[config.mk]
export PLATFORM = sky130hd
export DESIGN_NAME = gpredict_resolve_queue_flat
export DESIGN_NICKNAME = d
export VERILOG_FILES = /design/src/rtl/gpredict_resolve_queue_pkg.sv /design/src/rtl/gpredict_resolve_queue_if.sv /design/src/rtl/gpredict_rq_storage.sv /design/src/rtl/gpredict_resolve_queue.sv /design/src/flat_wrapper.sv
export SDC_FILE = /design/constraint.sdc
export NUM_CORES = 1
export LEC_CHECK = 0
export ABC_CLOCK_PERIOD_IN_PS = 2700
export BUFFER_PORTS_ARGS = -buffer_cell sky130_fd_sc_hd__buf_2
export CORE_MARGIN = 8
export CORE_UTILIZATION = 52
export CTS_BUF_LIST = sky130_fd_sc_hd__clkbuf_4 sky130_fd_sc_hd__clkbuf_8 sky130_fd_sc_hd__clkbuf_16
export CTS_CLUSTER_SIZE = 28
export DETAILED_ROUTE_END_ITERATION = 10
export GPL_TIMING_DRIVEN = 0
export PLACE_DENSITY = 0.74
export SYNTH_ARGS = -nofsm -noshare
export SYNTH_HDL_FRONTEND = slang
export SYNTH_SLANG_ARGS = --single-unit
export TNS_END_PERCENT = 5
[constraint.sdc]
create_clock -name clk -period 2.7 [get_ports clk]
set_input_delay 0.54 -clock clk [delete_from_list [all_inputs] [get_ports clk]]
set_output_delay 0.54 -clock clk [all_outputs]
set_load 0.05 [all_outputs]
[src/rtl/gpredict_resolve_queue_pkg.sv]
// Shared types for the global-predictor resolution queue.
// Entry record, FSM state encoding and default widths.
package gpredict_resolve_queue_pkg;

  localparam int RQ_PC_W  = 8;
  localparam int RQ_IDX_W = 4;

  typedef struct packed {
    logic [RQ_PC_W-1:0]  pc;
    logic [RQ_IDX_W-1:0] index;
    logic                taken;
  } rq_entry_t;

  typedef enum logic {
    NORMAL  = 1'b0,
    RECOVER = 1'b1
  } rq_state_e;

endpackage

[src/rtl/gpredict_resolve_queue_if.sv]
// Predict/resolve/update bundle for the resolution queue.
// master = predictor+execute side, slave = queue.
interface gpredict_resolve_queue_if #(
  parameter int PC_W  = 8,
  parameter int IDX_W = 4,
  parameter int CNT_W = 3
);
  logic             pred_valid;
  logic [PC_W-1:0]  pred_pc;
  logic [IDX_W-1:0] pred_index;
  logic             pred_taken;
  logic             pred_ready;
  logic             res_valid;
  logic             res_taken;
  logic             res_ready;
  logic             upd_valid;
  logic [IDX_W-1:0] upd_index;
  logic             upd_taken;
  logic             mispredict;
  logic [PC_W-1:0]  redirect_pc;
  logic [CNT_W-1:0] count;

  modport master (
    output pred_valid, pred_pc, pred_index, pred_taken,
    output res_valid, res_taken,
    input  pred_ready, res_ready,
    input  upd_valid, upd_index, upd_taken,
    input  mispredict, redirect_pc, count
  );

  modport slave (
    input  pred_valid, pred_pc, pred_index, pred_taken,
    input  res_valid, res_taken,
    output pred_ready, res_ready,
    output upd_valid, upd_index, upd_taken,
    output mispredict, redirect_pc, count
  );
endinterface

[src/rtl/gpredict_rq_storage.sv]
// Circular-buffer register array for the resolution queue.
// Write at tail address, asynchronous read at head address.
module gpredict_rq_storage #(
  parameter int DEPTH = 4,
  parameter int W     = 13,
  parameter int AW    = $clog2(DEPTH)
) (
  input  logic          clk,
  input  logic          rst_n,
  input  logic          i_we,
  input  logic [AW-1:0] i_waddr,
  input  logic [W-1:0]  i_wdata,
  input  logic [AW-1:0] i_raddr,
  output logic [W-1:0]  o_rdata
);

  logic [W-1:0] r_mem [DEPTH];

  always_ff @(posedge clk or negedge rst_n) begin
    if (!rst_n) begin
      for (int i = 0; i < DEPTH; i++) r_mem[i] <= '0;
    end else if (i_we) begin
      r_mem[i_waddr] <= i_wdata;
    end
  end

  assign o_rdata = r_mem[i_raddr];

endmodule

[src/rtl/gpredict_resolve_queue.sv]
// In-order branch resolution queue: BHT update, mispredict
// redirect, younger-entry squash and push blocking window.
module gpredict_resolve_queue
  import gpredict_resolve_queue_pkg::*;
#(
  parameter int DEPTH          = 4,
  parameter int PC_W           = RQ_PC_W,
  parameter int IDX_W          = RQ_IDX_W,
  parameter int RECOVER_CYCLES = 2
) (
  input  logic clk,
  input  logic reset_n,
  gpredict_resolve_queue_if.slave bus
);

  localparam int AW  = $clog2(DEPTH);
  localparam int PW  = AW + 1;
  localparam int EW  = PC_W + IDX_W + 1;
  localparam int RCW = (RECOVER_CYCLES > 1) ? $clog2(RECOVER_CYCLES) : 1;

  typedef struct packed {
    logic [PC_W-1:0]  pc;
    logic [IDX_W-1:0] index;
    logic             taken;
  } entry_t;

  logic [PW-1:0]  r_head, r_tail;
  rq_state_e      r_state, w_state_nx;
  logic [RCW-1:0] r_rcnt, w_rcnt_nx;

  logic           w_full, w_empty;
  logic           w_push, w_pop, w_mis;
  entry_t         w_wr, w_rd;
  logic [EW-1:0]  w_rd_raw;

  assign w_full  = (r_head[AW-1:0] == r_tail[AW-1:0]) &&
                   (r_head[AW] != r_tail[AW]);
  assign w_empty = (r_head == r_tail);

  assign bus.pred_ready = !w_full && (r_state == NORMAL);
  assign bus.res_ready  = !w_empty;
  assign bus.count      = r_tail - r_head;

  assign w_push = bus.pred_valid && bus.pred_ready;
  assign w_pop  = bus.res_valid && bus.res_ready;
  assign w_rd   = entry_t'(w_rd_raw);
  assign w_mis  = w_pop && (w_rd.taken != bus.res_taken);
  assign w_wr   = '{pc: bus.pred_pc, index: bus.pred_index,
                    taken: bus.pred_taken};

  gpredict_rq_storage #(
    .DEPTH (DEPTH),
    .W     (EW)
  ) u_storage (
    .clk     (clk),
    .rst_n   (reset_n),
    .i_we    (w_push && !w_mis),
    .i_waddr (r_tail[AW-1:0]),
    .i_wdata (w_wr),
    .i_raddr (r_head[AW-1:0]),
    .o_rdata (w_rd_raw)
  );

  // A mispredict squashes everything younger, incl. a same-cycle push
  always_ff @(posedge clk or negedge reset_n) begin
    if (!reset_n) begin
      r_head <= '0;
      r_tail <= '0;
    end else begin
      if (w_pop) r_head <= r_head + PW'(1);
      if (w_mis)       r_tail <= r_head + PW'(1);
      else if (w_push) r_tail <= r_tail + PW'(1);
    end
  end

  always_ff @(posedge clk or negedge reset_n) begin
    if (!reset_n) begin
      bus.upd_valid   <= 1'b0;
      bus.upd_index   <= '0;
      bus.upd_taken   <= 1'b0;
      bus.mispredict  <= 1'b0;
      bus.redirect_pc <= '0;
    end else begin
      bus.upd_valid  <= w_pop;
      bus.mispredict <= w_mis;
      if (w_pop) begin
        bus.upd_index <= w_rd.index;
        bus.upd_taken <= bus.res_taken;
      end
      if (w_mis) bus.redirect_pc <= w_rd.pc;
    end
  end

  always_ff @(posedge clk or negedge reset_n) begin
    if (!reset_n) begin
      r_state <= NORMAL;
      r_rcnt  <= '0;
    end else begin
      r_state <= w_state_nx;
      r_rcnt  <= w_rcnt_nx;
    end
  end

  always_comb begin
    w_state_nx = r_state;
    w_rcnt_nx  = r_rcnt;
    unique case (r_state)
      NORMAL: begin
        if (w_mis) begin
          w_state_nx = RECOVER;
          w_rcnt_nx  = RCW'(RECOVER_CYCLES - 1);
        end
      end
      RECOVER: begin
        if (r_rcnt == '0) w_state_nx = NORMAL;
        else              w_rcnt_nx  = r_rcnt - RCW'(1);
      end
      default: w_state_nx = NORMAL;
    endcase
  end

endmodule

[src/flat_wrapper.sv]
// flat-port wrapper written by rule: the top's interface ports become plain ports
module gpredict_resolve_queue_flat import gpredict_resolve_queue_pkg::*;
#(
  parameter int DEPTH          = 4,
  parameter int PC_W           = RQ_PC_W,
  parameter int IDX_W          = RQ_IDX_W,
  parameter int RECOVER_CYCLES = 2
)
  (clk, reset_n, bus_pred_valid, bus_pred_pc, bus_pred_index, bus_pred_taken, bus_res_valid, bus_res_taken, bus_pred_ready, bus_res_ready, bus_upd_valid, bus_upd_index, bus_upd_taken, bus_mispredict, bus_redirect_pc, bus_count);
  gpredict_resolve_queue_if #(.PC_W(PC_W), .IDX_W(IDX_W), .CNT_W(($clog2(DEPTH) + 1))) bus_i ();
  input  logic clk;
  input  logic reset_n;
  input wire logic [$bits(bus_i.pred_valid)-1:0] bus_pred_valid;
  input wire logic [$bits(bus_i.pred_pc)-1:0] bus_pred_pc;
  input wire logic [$bits(bus_i.pred_index)-1:0] bus_pred_index;
  input wire logic [$bits(bus_i.pred_taken)-1:0] bus_pred_taken;
  input wire logic [$bits(bus_i.res_valid)-1:0] bus_res_valid;
  input wire logic [$bits(bus_i.res_taken)-1:0] bus_res_taken;
  output wire logic [$bits(bus_i.pred_ready)-1:0] bus_pred_ready;
  output wire logic [$bits(bus_i.res_ready)-1:0] bus_res_ready;
  output wire logic [$bits(bus_i.upd_valid)-1:0] bus_upd_valid;
  output wire logic [$bits(bus_i.upd_index)-1:0] bus_upd_index;
  output wire logic [$bits(bus_i.upd_taken)-1:0] bus_upd_taken;
  output wire logic [$bits(bus_i.mispredict)-1:0] bus_mispredict;
  output wire logic [$bits(bus_i.redirect_pc)-1:0] bus_redirect_pc;
  output wire logic [$bits(bus_i.count)-1:0] bus_count;
  assign bus_i.pred_valid = bus_pred_valid;
  assign bus_i.pred_pc = bus_pred_pc;
  assign bus_i.pred_index = bus_pred_index;
  assign bus_i.pred_taken = bus_pred_taken;
  assign bus_i.res_valid = bus_res_valid;
  assign bus_i.res_taken = bus_res_taken;
  assign bus_pred_ready = bus_i.pred_ready;
  assign bus_res_ready = bus_i.res_ready;
  assign bus_upd_valid = bus_i.upd_valid;
  assign bus_upd_index = bus_i.upd_index;
  assign bus_upd_taken = bus_i.upd_taken;
  assign bus_mispredict = bus_i.mispredict;
  assign bus_redirect_pc = bus_i.redirect_pc;
  assign bus_count = bus_i.count;
  gpredict_resolve_queue #(.DEPTH(DEPTH), .PC_W(PC_W), .IDX_W(IDX_W), .RECOVER_CYCLES(RECOVER_CYCLES)) u_core (.clk(clk), .reset_n(reset_n), .bus(bus_i));
endmodule
* Word level (Yosys, flattened, before mapping)
Index checks and enable logic that the tools add are counted.
** Word-level totals
- Output and inout port bits :: 20
- Input port bits :: 18
- Word-level logic and storage cells :: 53
- Register bits :: 75
** Operators by class
- Mux-type cells :: 14
- Add/sub/neg operators :: 4
- Order comparisons :: 3
- Bitwise gates (word level) :: 3
- Eq/ne operators :: 5
- Reductions and logical operators :: 11
** Operators with widths (count)
- bitwise mux 52 bit :: 1
- two-way mux 13 bit :: 3
- binary-select mux 13 bit (select 2 bit) :: 1
- demux 13 bit (select 2 bit) :: 1
- logical AND 1 bit :: 7
- adder 3 x 1 -> 3 bit, second input constant :: 2
- >= comparator 3 bit, second input constant :: 2
- two-way mux 3 bit :: 2
- inverter 2 -> 3 bit :: 2
- two-way mux 1 bit :: 4
- case mux 1 bit (2 select lines) :: 2
- equality test 3 bit :: 1
- logical NOT 1 bit :: 3
- less-than comparator 3 x 1 -> 1 bit, second input constant :: 1
- subtractor 3 bit :: 1
- equality test 2 bit :: 1
- inequality test 1 bit :: 2
- inequality test 2 x 1 -> 1 bit, second input constant :: 1
- nonzero test 2 bit :: 1
- inverter 1 bit :: 1
- subtractor 1 bit, second input constant :: 1

* Logic depth before layout (Yosys ltp)
Gate-level depths: netlist of the first run.
- Depth in word-level cells :: 8
- Gate-level depth with buffers :: 9
- Depth with buffers taken out :: 7

* Cells and area by module
From an unflattened synthesis of the first run, not the netlist that was laid out.
** Second synthesis, totals
- Cell total of the unflattened synthesis :: 205
- Area, all modules :: 3354.5 um^2
** By module, submodules not included
- gpredict_rq_storage :: seq. area each 1301.2 um^2, cells an instance 127, times used 1, area an instance 2254.7 um^2
- gpredict_resolve_queue :: seq. area each 575.6 um^2, cells an instance 78, times used 1, area an instance 1099.8 um^2

* Worst setup path before layout of the first run
OpenSTA, ideal clock, no wires.
- Path type :: register to register
- From :: register u_core.r_head[1]
- To :: register u_core.u_storage.r_mem[10] in the netlist's numbering
- Setup time :: 125 ps
- Arrival time :: 2481 ps
- Period minus slack after synthesis :: 2606 ps
- Stages on the path, launching flop included :: 10
- Path buffers :: 3
- Path slack :: 94 ps
- Data required time :: 2575 ps
- Path through :: dfrtp_1 clkbuf_1 inv_1 ha_1 nand2_1 o21ai_0 buf_4 o21bai_2 buf_4 mux2_2
** Between the ends
- Cells in the longest elaborated chain, start to end :: 8
- Elaborated cells between the ends (all ways) :: 16
- Classes of those cells :: eq/ne (3); mux (3); bitwise (1); reduce/logical (9)
** Ends and longest elaborated chain
- start, declared :: RTL line gpredict_resolve_queue.sv:27 : logic [PW-1:0] r_head, r_tail;
- start signal, assigned :: RTL line gpredict_resolve_queue.sv:70 : if (w_pop) r_head <= r_head + PW'(1);
- inverter 2 -> 3 bit (implied by the code) :: RTL line gpredict_rq_storage.sv:27 : assign o_rdata = r_mem[i_raddr];
- binary-select mux 13 bit (select 2 bit) :: RTL line gpredict_rq_storage.sv:27
- two-way mux 13 bit (implied by the code) (2 in series) :: RTL line gpredict_rq_storage.sv:27
- inequality test 1 bit :: RTL line gpredict_resolve_queue.sv:47 : assign w_mis = w_pop && (w_rd.taken != bus.res_taken);
- logical AND 1 bit :: RTL line gpredict_resolve_queue.sv:47
- logical NOT 1 bit :: RTL line gpredict_resolve_queue.sv:57 : .i_we (w_push && !w_mis),
- logical AND 1 bit (*) :: RTL line gpredict_resolve_queue.sv:57
- end signal, assigned by index :: RTL line gpredict_rq_storage.sv:23 : r_mem[i_waddr] <= i_wdata;
- end, declared :: RTL line gpredict_rq_storage.sv:17 : logic [W-1:0] r_mem [DEPTH];
Mark *: on every way between the ends. The rest lies on a longest branch, timed or not. The select of a mux whose other input is x is not followed.
A chain may end at the register's enable or synchronous reset.

* Worst setup path in the final report of the first run
Ends and elaborated chain as after synthesis.

==> results of run 1 <==
==> layout make-up <==
class,instances,area (sq um)
plain buffers,9,86.3
clock buffers,12,146
clock inverters,3,40.0
fillers,498,2430
inverters,7,26.3
multi-input cells,126,1400
flip-flops and latches,75,1880
well taps,77,96.3
repair buffers,38,208
==> sequential cells by signal (all words and copies together), names as in the netlist <==
name and flops:
u_core.bus.mispredict 1, u_core.bus.redirect_pc 8, u_core.bus.upd_index 4, u_core.bus.upd_taken 1, u_core.bus.upd_valid 1, u_core.r_head 3, u_core.r_rcnt 1, u_core.r_state 1
u_core.r_tail 3, u_core.u_storage.r_mem 52
==> through the flow <==
stage                     util (%)  cell area, sq um  setup WS, ps
final                         61.4              3880          73.0
after global routing          61.4              3880         -41.6
after detailed placement      58.2              3680          -668
after CTS                     61.3              3870          3.28
after global placement        57.9              3650          -606
after floorplan                  -              3370          94.3
==> worst paths after layout <==
kind                            cells past startpoint               startpoint  slack [ps]                         end
worst max-delay path                                9         u_core.r_head[1]          70  u_core.u_storage.r_mem[10]
worst min-delay path                                1                  reset_n         140     u_core.bus.upd_index[0]
worst max register to register                      9         u_core.r_head[1]          70  u_core.u_storage.r_mem[10]
worst min register to register                      2  u_core.bus.upd_index[3]         470     u_core.bus.upd_index[3]
max in group asynchronous                           2                  reset_n        1990   u_core.bus.redirect_pc[3]
min in group clk                                    2        bus_pred_index[3]         460  u_core.u_storage.r_mem[17]
==> cells in the mapped netlist (all sizes together) <==
cell     instances
a31oi            1
o31ai            1
buf              7
mux2i            2
o211ai           3
xnor2            7
inv              6
o2111ai          1
o211a            1
ha               7
nand3            1
clkbuf           2
o21a             1
mux2            62
dfrtp           75
o21ai            2
nand2           19
clkinv           1
mux4            13
fa               1
xor2             2
o21bai           1
nor2             1
==> cells in the final DEF (no fill, tap or decap), drive strengths merged, types with 2 or more instances in the layout <==
cell and instances:
buf 45, clkbuf 14, clkinv 3, dfrtp 75
ha 7, inv 6, mux2 62, mux2i 2
mux4 13, nand2 19, o211ai 3, o21ai 2
xnor2 7, xor2 2
==> cells by family after synthesis <==
kind of cell | Yosys count
buffers and inverters | 16
flip-flops | 75
XOR/XNOR | 9
AO/OA/AOI/OAI | 11
multiplexers | 77
adder cells (fa/ha/maj) | 8
AND/OR/NAND/NOR | 21
==> layer usage <==
| metal | vias up | share of wire [%] | GRT usage (%) |
|---|---|---|---|
| li1 | 873 | - | - |
| met1 | 979 | 44 | 19.0 |
| met2 | 35 | 49 | 24.4 |
| met5 | - | 0 | 0 |
| met3 | 12 | 4.9 | 4.48 |
| met4 | 0 | 1.7 | 6.43 |
==> repair_timing <==
action,CTS,global route
endpoints found under the hold margin,0,0
endpoints found under the setup margin,77,16
gates resized for setup,5,2
==> parameters.txt, run 1 <==
Parameter                              Value

Setup path
  Slowest cell on crit path ... dfrtp_2
  Setup Crit Path Kind ... flop to flop
  Worst Setup End Kind ... flop
  Critical path launch point type ... flop
  Required time of the critical path ... 2930 ps
  Crit path max-delay family ... buffers and inverters
  Crit path buf inv count ... 4
  Largest stage delay on the critical path ... 470 ps
  Data arrival time at the worst-slack endpoint ... 2860 ps
  Largest fanout on the critical path ... 10
  Crit path cell chain ... clkbuf_4 > inv_1 > ha_1 > nand2_1 > o21ai_1 > buf_4 > o21bai_2 > buf_6 > mux2_2

CTS
  Inserted Clock Buffers ... 9
  Number of levels in the clock H-tree ... 3
  Clock-pin slew on the worst setup and hold paths ... 70 ps
  Number of post-CTS setup repair buffers ... 0
  Hold-fix buffers, CTS ... 0
  Number of sinks on the clock net ... 75
  Clock Root Buffer ... clkbuf_8
  Clock tree from TritonCTS ... done
  Number of buffers between clock root and the deepest sink ... 2
  Later-pin clock latency in the skew report ... 340 ps

Drt
  DRC Markers ... 0
  Average vias per placed instance ... 5.47
  Total number of vias ... 1899
  Detailed router's first-iteration violation count ... 59
  Routed wire length per instance ... 18.3 um
  Detailed Routing Iterations Pass 1 ... 4
  Remaining antenna violation count ... 0
  Detailed-route wire length ... 6360 um

Yosys
  Sequential area share after synthesis ... 55.6%
  Compound-gate portion of the synthesized area ... 2.93%
  Top post-synthesis cells by area ... dfrtp_1 (56%), mux2_2 (19%), mux4_2 (8.7%)
  Simple logic cell fraction of the synthesized area ... 2.37%
  Number of synthesis warnings ... 0
  Netlist area before placement ... 0.00337 sq mm
  Synthesized instance count ... 217
  Cell type contributing the most total cell area after synthesis ... dfrtp_1
  Average footprint of a synthesized cell ... 15.5 sq um
  Flip-flop and latch count after synthesis ... 75
  Fraction of post-synthesis cell area in the top cell type by area ... 55.6%
  Synthesized-area fraction occupied by adder cells ... 3.19%
  Combinational family with the most area after synthesis ... multiplexers
  Xor and xnor fraction of the mapped netlist area ... 2.89%
  Post-synth cell types ... 26
  Mux contribution to synthesized area ... 30.0%
  Syn nets ... 243

STA
  Slew margin rel. ... 43.2%
  Clock period minus worst slack ... 2630 ps
  Setup violation total in the final timing report ... 0
  Number of pins exceeding their max-slew limit in the final report ... 0
  Worst clock skew ... 5.36 ps
  Final-layout setup total negative slack ... 0 ps
  Unrepaired setup endpoints after global routing ... true
  Hold slack ... 135 ps
  Final number of hold-violating endpoints ... 0
  Maximum frequency from static timing analysis ... 0.381 GHz
  Actual slew at the worst max-slew pin ... 852 ps
  Final Cycle Share ... 97.3%

Floorplanning
  Height of the die ... 96.5 um
  Initial standard-cell utilization of the core ... 53.4%
  Core footprint ... 0.00631 sq mm
  Placement Rows ... 29
  Die ar. ... 0.00932 sq mm
  Top Ports ... 38
  Die width ... 96.5 um

Placement
  Placed Cells incl. Taps ... 332
  Detail Placement HPWL ... 4360 um
  Port bufs ... 37
  Routability congestion estimate ... 0.736

Global routing
  Global-route total usage across every layer ... 15.3%
  Grt ovf ... 0
  Largest net degree at the start of global routing ... 44
  Initial antenna violation count ... 0
  Via count of the first global-routing pass ... 2047
  Wire length of the first global-routing pass ... 10400 um

Run status
  Run status ... finished clean

Layout
  Synth-to-Final Area Change ... 15.0%
  Fraction of final layout cells sized beyond drive strength 1 ... 51.5%
  Post-layout instance count excluding filler cells ... 347
  Number of diodes added for antenna fixing ... 0
  Number of nets in the final layout ... 292

Worst hold path
  Hold Path Class ... primary input to asynchronous set/reset pin

Flow run
  Number of max-cap violations ... 0
Power of run 1 is not shown: default switching activity piles up to over one toggle a cycle in this logic, so the estimate is an artifact.
==> run 2: changes to the inputs <==
--- a/config.mk
+++ b/config.mk
@@ -9,7 +9,7 @@
 export BUFFER_PORTS_ARGS = -buffer_cell sky130_fd_sc_hd__buf_2
 export CORE_MARGIN = 8
 export CORE_UTILIZATION = 52
-export CTS_BUF_LIST = sky130_fd_sc_hd__clkbuf_4 sky130_fd_sc_hd__clkbuf_8 sky130_fd_sc_hd__clkbuf_16
+export CTS_BUF_LIST = sky130_fd_sc_hd__clkbuf_16
 export CTS_CLUSTER_SIZE = 28
 export DETAILED_ROUTE_END_ITERATION = 10
 export GPL_TIMING_DRIVEN = 0
==> parameters.txt, run 2 (synthesized netlist as in run 1, its figures left out) <==
Parameter                              Value

Floorplanning
  Die ar. ... 0.00932 sq mm (unchanged)
  Placement Rows ... 29 (unchanged)
  Top Ports ... 38 (unchanged)
  Initial standard-cell utilization of the core ... 53.4% (unchanged)
  Core footprint ... 0.00631 sq mm (unchanged)
  Height of the die ... 96.5 um (unchanged)
  Die width ... 96.5 um (unchanged)

Layout
  Layout Cell Area excl Fill ... 0.00398 sq mm (+2.6%)
  Synth-to-Final Area Change ... 18.0%
  Most common library cell in the layout ignoring fill and taps ... dfrtp_1
  Core utilization of the finished layout ... 63.1% (+1.6 points)
  Largest registers in the final layout ... u_core.u_storage.r_mem x52, u_core.bus.redirect_pc x8, u_core.bus.upd_index x4
  Number of diodes added for antenna fixing ... 0 (unchanged)
  Number of flip-flops under the largest register name ... 52 (unchanged)
  Top library cells by usage in the layout, fill and taps aside ... dfrtp_1 (74), mux2_2 (58), buf_2 (36)
  Register cell area after layout ... 0.00188 sq mm (unchanged)
  Fraction of final layout cells sized beyond drive strength 1 ... 50.4% (-1.1 points)
  Number of nets in the final layout ... 292 (unchanged)
  Fill cells ... 494 (-0.80%)
  Post-layout instance count excluding filler cells ... 347 (unchanged)
  Register with the most flip-flops ... u_core.u_storage.r_mem
  Area of the multi-input gates ... 0.00141 sq mm (+0.90%)

STA
  Final Cycle Share ... 95.0% (-2.3 points)
  Hold slack ... 162 ps (+26.6 ps)
  Clock period minus worst slack ... 2560 ps (-62.5 ps)
  Number of pins exceeding their max-slew limit in the final report ... 0 (unchanged)
  Worst clock skew ... 6.91 ps (+1.55 ps)
  Unrepaired setup endpoints after global routing ... false
  Final number of hold-violating endpoints ... 0 (unchanged)
  Slew margin rel. ... 43.0% (-0.17 points)
  Setup violation total in the final timing report ... 0 (unchanged)
  Maximum frequency from static timing analysis ... 0.390 GHz (+2.4%)
  Actual slew at the worst max-slew pin ... 854 ps (+2.55 ps)

Setup path
  Worst-case reg-to-reg path depth ... 9 (unchanged)
  Worst-case register-to-register setup slack ... 140 ps (+60 ps)
  Largest fanout on the critical path ... 10 (unchanged)
  Slowest cell on crit path ... dfrtp_2
  Worst Setup End Kind ... flop
  Data arrival time at the worst-slack endpoint ... 2770 ps (-90 ps)
  Largest stage delay on the critical path ... 470 ps (about the same)
  Cell repeated most along the worst path ... buf_4
  Crit path cell chain ... buf_4 > inv_1 > ha_1 > nand2_1 > o21ai_1 > buf_4 > o21bai_4 > buf_6 > mux2_2
  Required time of the critical path ... 2900 ps (-30 ps)
  Critical path launch point type ... flop
  Setup Crit Path Kind ... flop to flop

CTS
  Hold-fix buffers, CTS ... 0 (unchanged)
  Clock-pin slew on the worst setup and hold paths ... 60 ps (about the same)
  Number of buffers between clock root and the deepest sink ... 2 (unchanged)
  Number of sinks on the clock net ... 75 (unchanged)
  Clock tree from TritonCTS ... done
  Later-pin clock latency in the skew report ... 320 ps (-20 ps)
  Clock Root Buffer ... clkbuf_16
  Number of levels in the clock H-tree ... 3 (unchanged)
  Inserted Clock Buffers ... 9 (unchanged)

Global routing
  Global-route total usage across every layer ... 15.3% (+0.073 points)
  Via count of the first global-routing pass ... 2060 (+0.64%)
  Initial antenna violation count ... 0 (unchanged)
  Largest net degree at the start of global routing ... 44 (unchanged)
  Grt ovf ... 0 (unchanged)
  Wire length of the first global-routing pass ... 10500 um (+0.79%)

Placement
  Total cell area at the placement stage ... 0.00368 sq mm (unchanged)
  Detail Placement HPWL ... 4360 um (unchanged)
  Routability congestion estimate ... 0.736 (unchanged)
  Port bufs ... 37 (unchanged)
  Placed Cells incl. Taps ... 332 (unchanged)

Worst hold path
  Hold Path Class ... primary input to asynchronous set/reset pin

Flow run
  Number of max-cap violations ... 0 (unchanged)

Run status
  Run status ... finished clean

Drt
  Average vias per placed instance ... 5.46 (-0.21%)
  Routed wire length per instance ... 18.3 um (about the same)
  Total number of vias ... 1895 (-0.21%)
  Detailed router's first-iteration violation count ... 38 (-36%)
  DRC Markers ... 0 (unchanged)
  Remaining antenna violation count ... 0 (unchanged)
  Detailed Routing Iterations Pass 1 ... 4 (unchanged)
  Detailed-route wire length ... 6350 um (about the same)
-- run 2: timing repair --
| item | in CTS | in global routing |
|---|---|---|
| buffers inserted | 0 | 0 |
| setup endpoints to repair | 77 | 16 |
| cloned | 0 | 0 |
| hold endpoints to repair | 0 | 0 |
| resized for setup | 5 | 5 |
-- run 2: worst paths after layout --
check	endpoint	startpoint
max	u_core.u_storage.r_mem[10]	u_core.r_head[1]
max in group asynchronous	u_core.u_storage.r_mem[19]	reset_n
min	u_core.bus.upd_index[0]	reset_n
max reg2reg	u_core.u_storage.r_mem[10]	u_core.r_head[1]
min reg2reg	u_core.bus.upd_index[3]	u_core.bus.upd_index[3]
min in group clk	u_core.bus.upd_index[3]	u_core.bus.upd_index[3]
-- run 2: routing by layer --
layer  wire (um)  vias up  part of all wire (%)  GRT usage (%)
met5           0        -                     0              0
met4          52        0                  0.82           7.19
met3         313        7                   4.9           4.17
met2        3130       34                    49           24.7
met1        2860      977                    45           18.8
li1            -      877                     -              -
-- run 2: worst max-delay path: cells and delay by family (launching register included) --
family	cells	cell delay, ps
AOI/OAI and AO/OA	2	470
DFF	1	470
and+or+nand+nor	1	100
muxes	1	280
adders and majority gates	1	330
buffers and inverters	4	790
-- run 2: layout make-up --
type | count | share of cell area [%]
clock buffers | 9 | 5.66
repair buffers | 38 | 5.22
clock inverters | 6 | 1.29
plain buffers | 9 | 2.17
inverters | 7 | 0.660
well taps | 77 | 2.42
multi-input cells | 126 | 35.4
flip-flops and latches | 75 | 47.2
-- run 2: stage by stage --
stage | TNS, ps | setup slack, ps
2_1_floorplan | 0 | 94.3
3_3_place_gp | -29230 | -606
3_5_place_dp | -32470 | -668
4_1_cts | 0 | 0.451
5_1_grt | 0 | 24.5
6_report | 0 | 136
Power of run 2 is left out for the same reason.
==> run 3: changes to the inputs <==
--- a/config.mk
+++ b/config.mk
@@ -5,15 +5,15 @@
 export SDC_FILE = /design/constraint.sdc
 export NUM_CORES = 1
 export LEC_CHECK = 0
-export ABC_CLOCK_PERIOD_IN_PS = 2700
+export ABC_CLOCK_PERIOD_IN_PS = 2500
 export BUFFER_PORTS_ARGS = -buffer_cell sky130_fd_sc_hd__buf_2
 export CORE_MARGIN = 8
-export CORE_UTILIZATION = 52
+export CORE_UTILIZATION = 26
 export CTS_BUF_LIST = sky130_fd_sc_hd__clkbuf_16
 export CTS_CLUSTER_SIZE = 28
 export DETAILED_ROUTE_END_ITERATION = 10
 export GPL_TIMING_DRIVEN = 0
-export PLACE_DENSITY = 0.74
+export PLACE_DENSITY = 0.41
 export SYNTH_ARGS = -nofsm -noshare
 export SYNTH_HDL_FRONTEND = slang
 export SYNTH_SLANG_ARGS = --single-unit
==> constraint.sdc (replaced) <==
create_clock -name clk -period 2.5 [get_ports clk]
set_input_delay 0.5 -clock clk [delete_from_list [all_inputs] [get_ports clk]]
set_output_delay 0.5 -clock clk [all_outputs]
set_load 0.05 [all_outputs]
==> parameters.txt, run 3 (synthesized netlist as in run 1, its figures left out) <==
Parameter                              Value

Setup path
  Required time of the critical path ... 2000 ps (-900 ps)
  Launching point of the worst reg2reg path ... u_core.r_head[0]
  Source of the critical timing path ... u_core.r_tail[0]
  Largest fanout on the critical path ... 4 (-6)
  Worst Setup End Kind ... primary output
  Worst reg2reg path endpoint ... u_core.u_storage.r_mem[36]
  Data arrival time at the worst-slack endpoint ... 1890 ps (-880 ps)
  Critical path launch point type ... flop
  Worst-case register-to-register setup slack ... 120 ps (-20 ps)
  Worst-case reg-to-reg path depth ... 6 (-3)
  Setup Crit Path Kind ... flop to primary output

CTS
  Later-pin clock latency in the skew report ... 340 ps (+20 ps)
  Clock Root Buffer ... clkbuf_16
  Hold-fix buffers, CTS ... 0 (unchanged)
  Inserted Clock Buffers ... 9 (unchanged)
  Clock tree from TritonCTS ... done
  Clock-pin slew on the worst setup and hold paths ... 60 ps (about the same)
  Number of sinks on the clock net ... 75 (unchanged)
  Number of buffers between clock root and the deepest sink ... 2 (unchanged)
  Number of levels in the clock H-tree ... 3 (unchanged)

Layout
  Number of diodes added for antenna fixing ... 0 (unchanged)
  Number of nets in the final layout ... 293 (+0.34%)
  Largest registers in the final layout ... u_core.u_storage.r_mem x52, u_core.bus.redirect_pc x8, u_core.bus.upd_index x4
  Core utilization of the finished layout ... 33.1% (-30 points)
  Top library cells by usage in the layout, fill and taps aside ... dfrtp_1 (74), mux2_2 (58), buf_2 (35)
  Register with the most flip-flops ... u_core.u_storage.r_mem
  Synth-to-Final Area Change ... 24.3%
  Number of flip-flops under the largest register name ... 52 (unchanged)
  Fraction of final layout cells sized beyond drive strength 1 ... 52.6% (+2.2 points)
  Most common library cell in the layout ignoring fill and taps ... dfrtp_1

STA
  Unrepaired setup endpoints after global routing ... true
  Clock period minus worst slack ... 2390 ps
  Final Cycle Share ... 95.5%
  Actual slew at the worst max-slew pin ... 926 ps (+71.4 ps)
  Number of pins exceeding their max-slew limit in the final report ... 0 (unchanged)
  Final number of hold-violating endpoints ... 0 (unchanged)
  Setup violation total in the final timing report ... 0 (unchanged)
  Slew margin rel. ... 38.3% (-4.8 points)
  Maximum frequency from static timing analysis ... 0.419 GHz
  Hold slack ... 24.9 ps (-137 ps)
  Worst clock skew ... 5.76 ps (-1.14 ps)

Flow run
  Number of max-cap violations ... 0 (unchanged)

Floorplanning
  Top Ports ... 38 (unchanged)
  Initial standard-cell utilization of the core ... 26.6% (-27 points)
  Placement Rows ... 41 (+41%)
  Die width ... 130 um (+35%)
  Die ar. ... 0.0169 sq mm (+81%)
  Height of the die ... 130 um (+35%)
  Core footprint ... 0.0127 sq mm (+100%)

Placement
  Detail Placement HPWL ... 5000 um (+15%)
  Routability congestion estimate ... 0.658 (-11%)
  Port bufs ... 37 (unchanged)

Run status
  Run status ... finished clean

Global routing
  Wire length of the first global-routing pass ... 12300 um (+17%)
  Largest net degree at the start of global routing ... 62 (+41%)
  Initial antenna violation count ... 0 (unchanged)
  Global-route total usage across every layer ... 9.82% (-5.5 points)
  Via count of the first global-routing pass ... 2120 (+2.9%)
  Grt ovf ... 0 (unchanged)

Drt
  Average vias per placed instance ... 4.32 (-21%)
  DRC Markers ... 0 (unchanged)
  Detailed-route wire length ... 7600 um (+20%)
  Detailed Routing Iterations Pass 1 ... 3 (-1)
  Total number of vias ... 1916 (+1.1%)
  Detailed router's first-iteration violation count ... 67 (+76%)
  Remaining antenna violation count ... 0 (unchanged)
  Routed wire length per instance ... 17.1 um (-6.5%)

Worst hold path
  Hold Path Class ... primary input to asynchronous set/reset pin
## run 3: metrics by stage
| step | setup WS [ps] | setup TNS [ps] | area [sq um] | cells |
|---|---|---|---|---|
| 2_1_floorplan | -0.653 | -3.92 | 3370 | 217 |
| 3_3_place_gp | -980 | -50660 | 3770 | 426 |
| 3_5_place_dp | -991 | -51720 | 3800 | 427 |
| 4_1_cts | 63.4 | 0 | 4190 | 444 |
| 5_1_grt | -17.7 | -58.3 | 4190 | 444 |
| 6_report | 112 | 0 | 4190 | 444 |
## run 3: what timing repair did
| item | 4_1_cts | 5_1_grt |
|---|---|---|
| endpoints found under the setup margin | 77 | 8 |
| resized for setup | 11 | 1 |
| buffers inserted | 1 | 0 |
| cloned | 0 | 0 |
## run 3: layout make-up
| cell class | count | area, sq um |
|---|---|---|
| Fill cell | 1279 | 8480 |
| Inverter | 7 | 27.5 |
| Clock buffer | 9 | 225 |
| Sequential cell | 75 | 1880 |
| Multi-Input combinational cell | 126 | 1410 |
| Buffer | 9 | 92.6 |
| Clock inverter | 7 | 116 |
| Tap cell | 172 | 215 |
| Timing Repair Buffer | 39 | 225 |
## run 3: per-layer routing
metal	track usage [%]	share of wire (%)	routed length, um
met1	12.7	48	3650
met2	14.9	46	3480
met3	3.22	4.7	356
met4	3.69	1.5	116
met5	0	0	0
## run 3: how the worst max path moves through the flow
| stage | end | slack, ps | cells past startpoint |
|---|---|---|---|
| floorplan | u_core.bus.redirect_pc[3] | -0.7 | 9 |
| finish | bus_count[2] | 110 | 5 |
| global route | u_core.u_storage.r_mem[46] | -20 | 6 |
| CTS | u_core.u_storage.r_mem[39] | 60 | 6 |
| detailed placement | u_core.bus.redirect_pc[5] | -990 | 9 |
| global placement | u_core.bus.redirect_pc[7] | -980 | 9 |
## run 3: worst max-delay path, cell delays in order, from the launching register on
cell and delay (ps):
dfrtp_1 420, inv_1 110, ha_1 220, fa_1 390, xnor2_1 160, clkbuf_4 250
Power of run 3 is left out for the same reason.
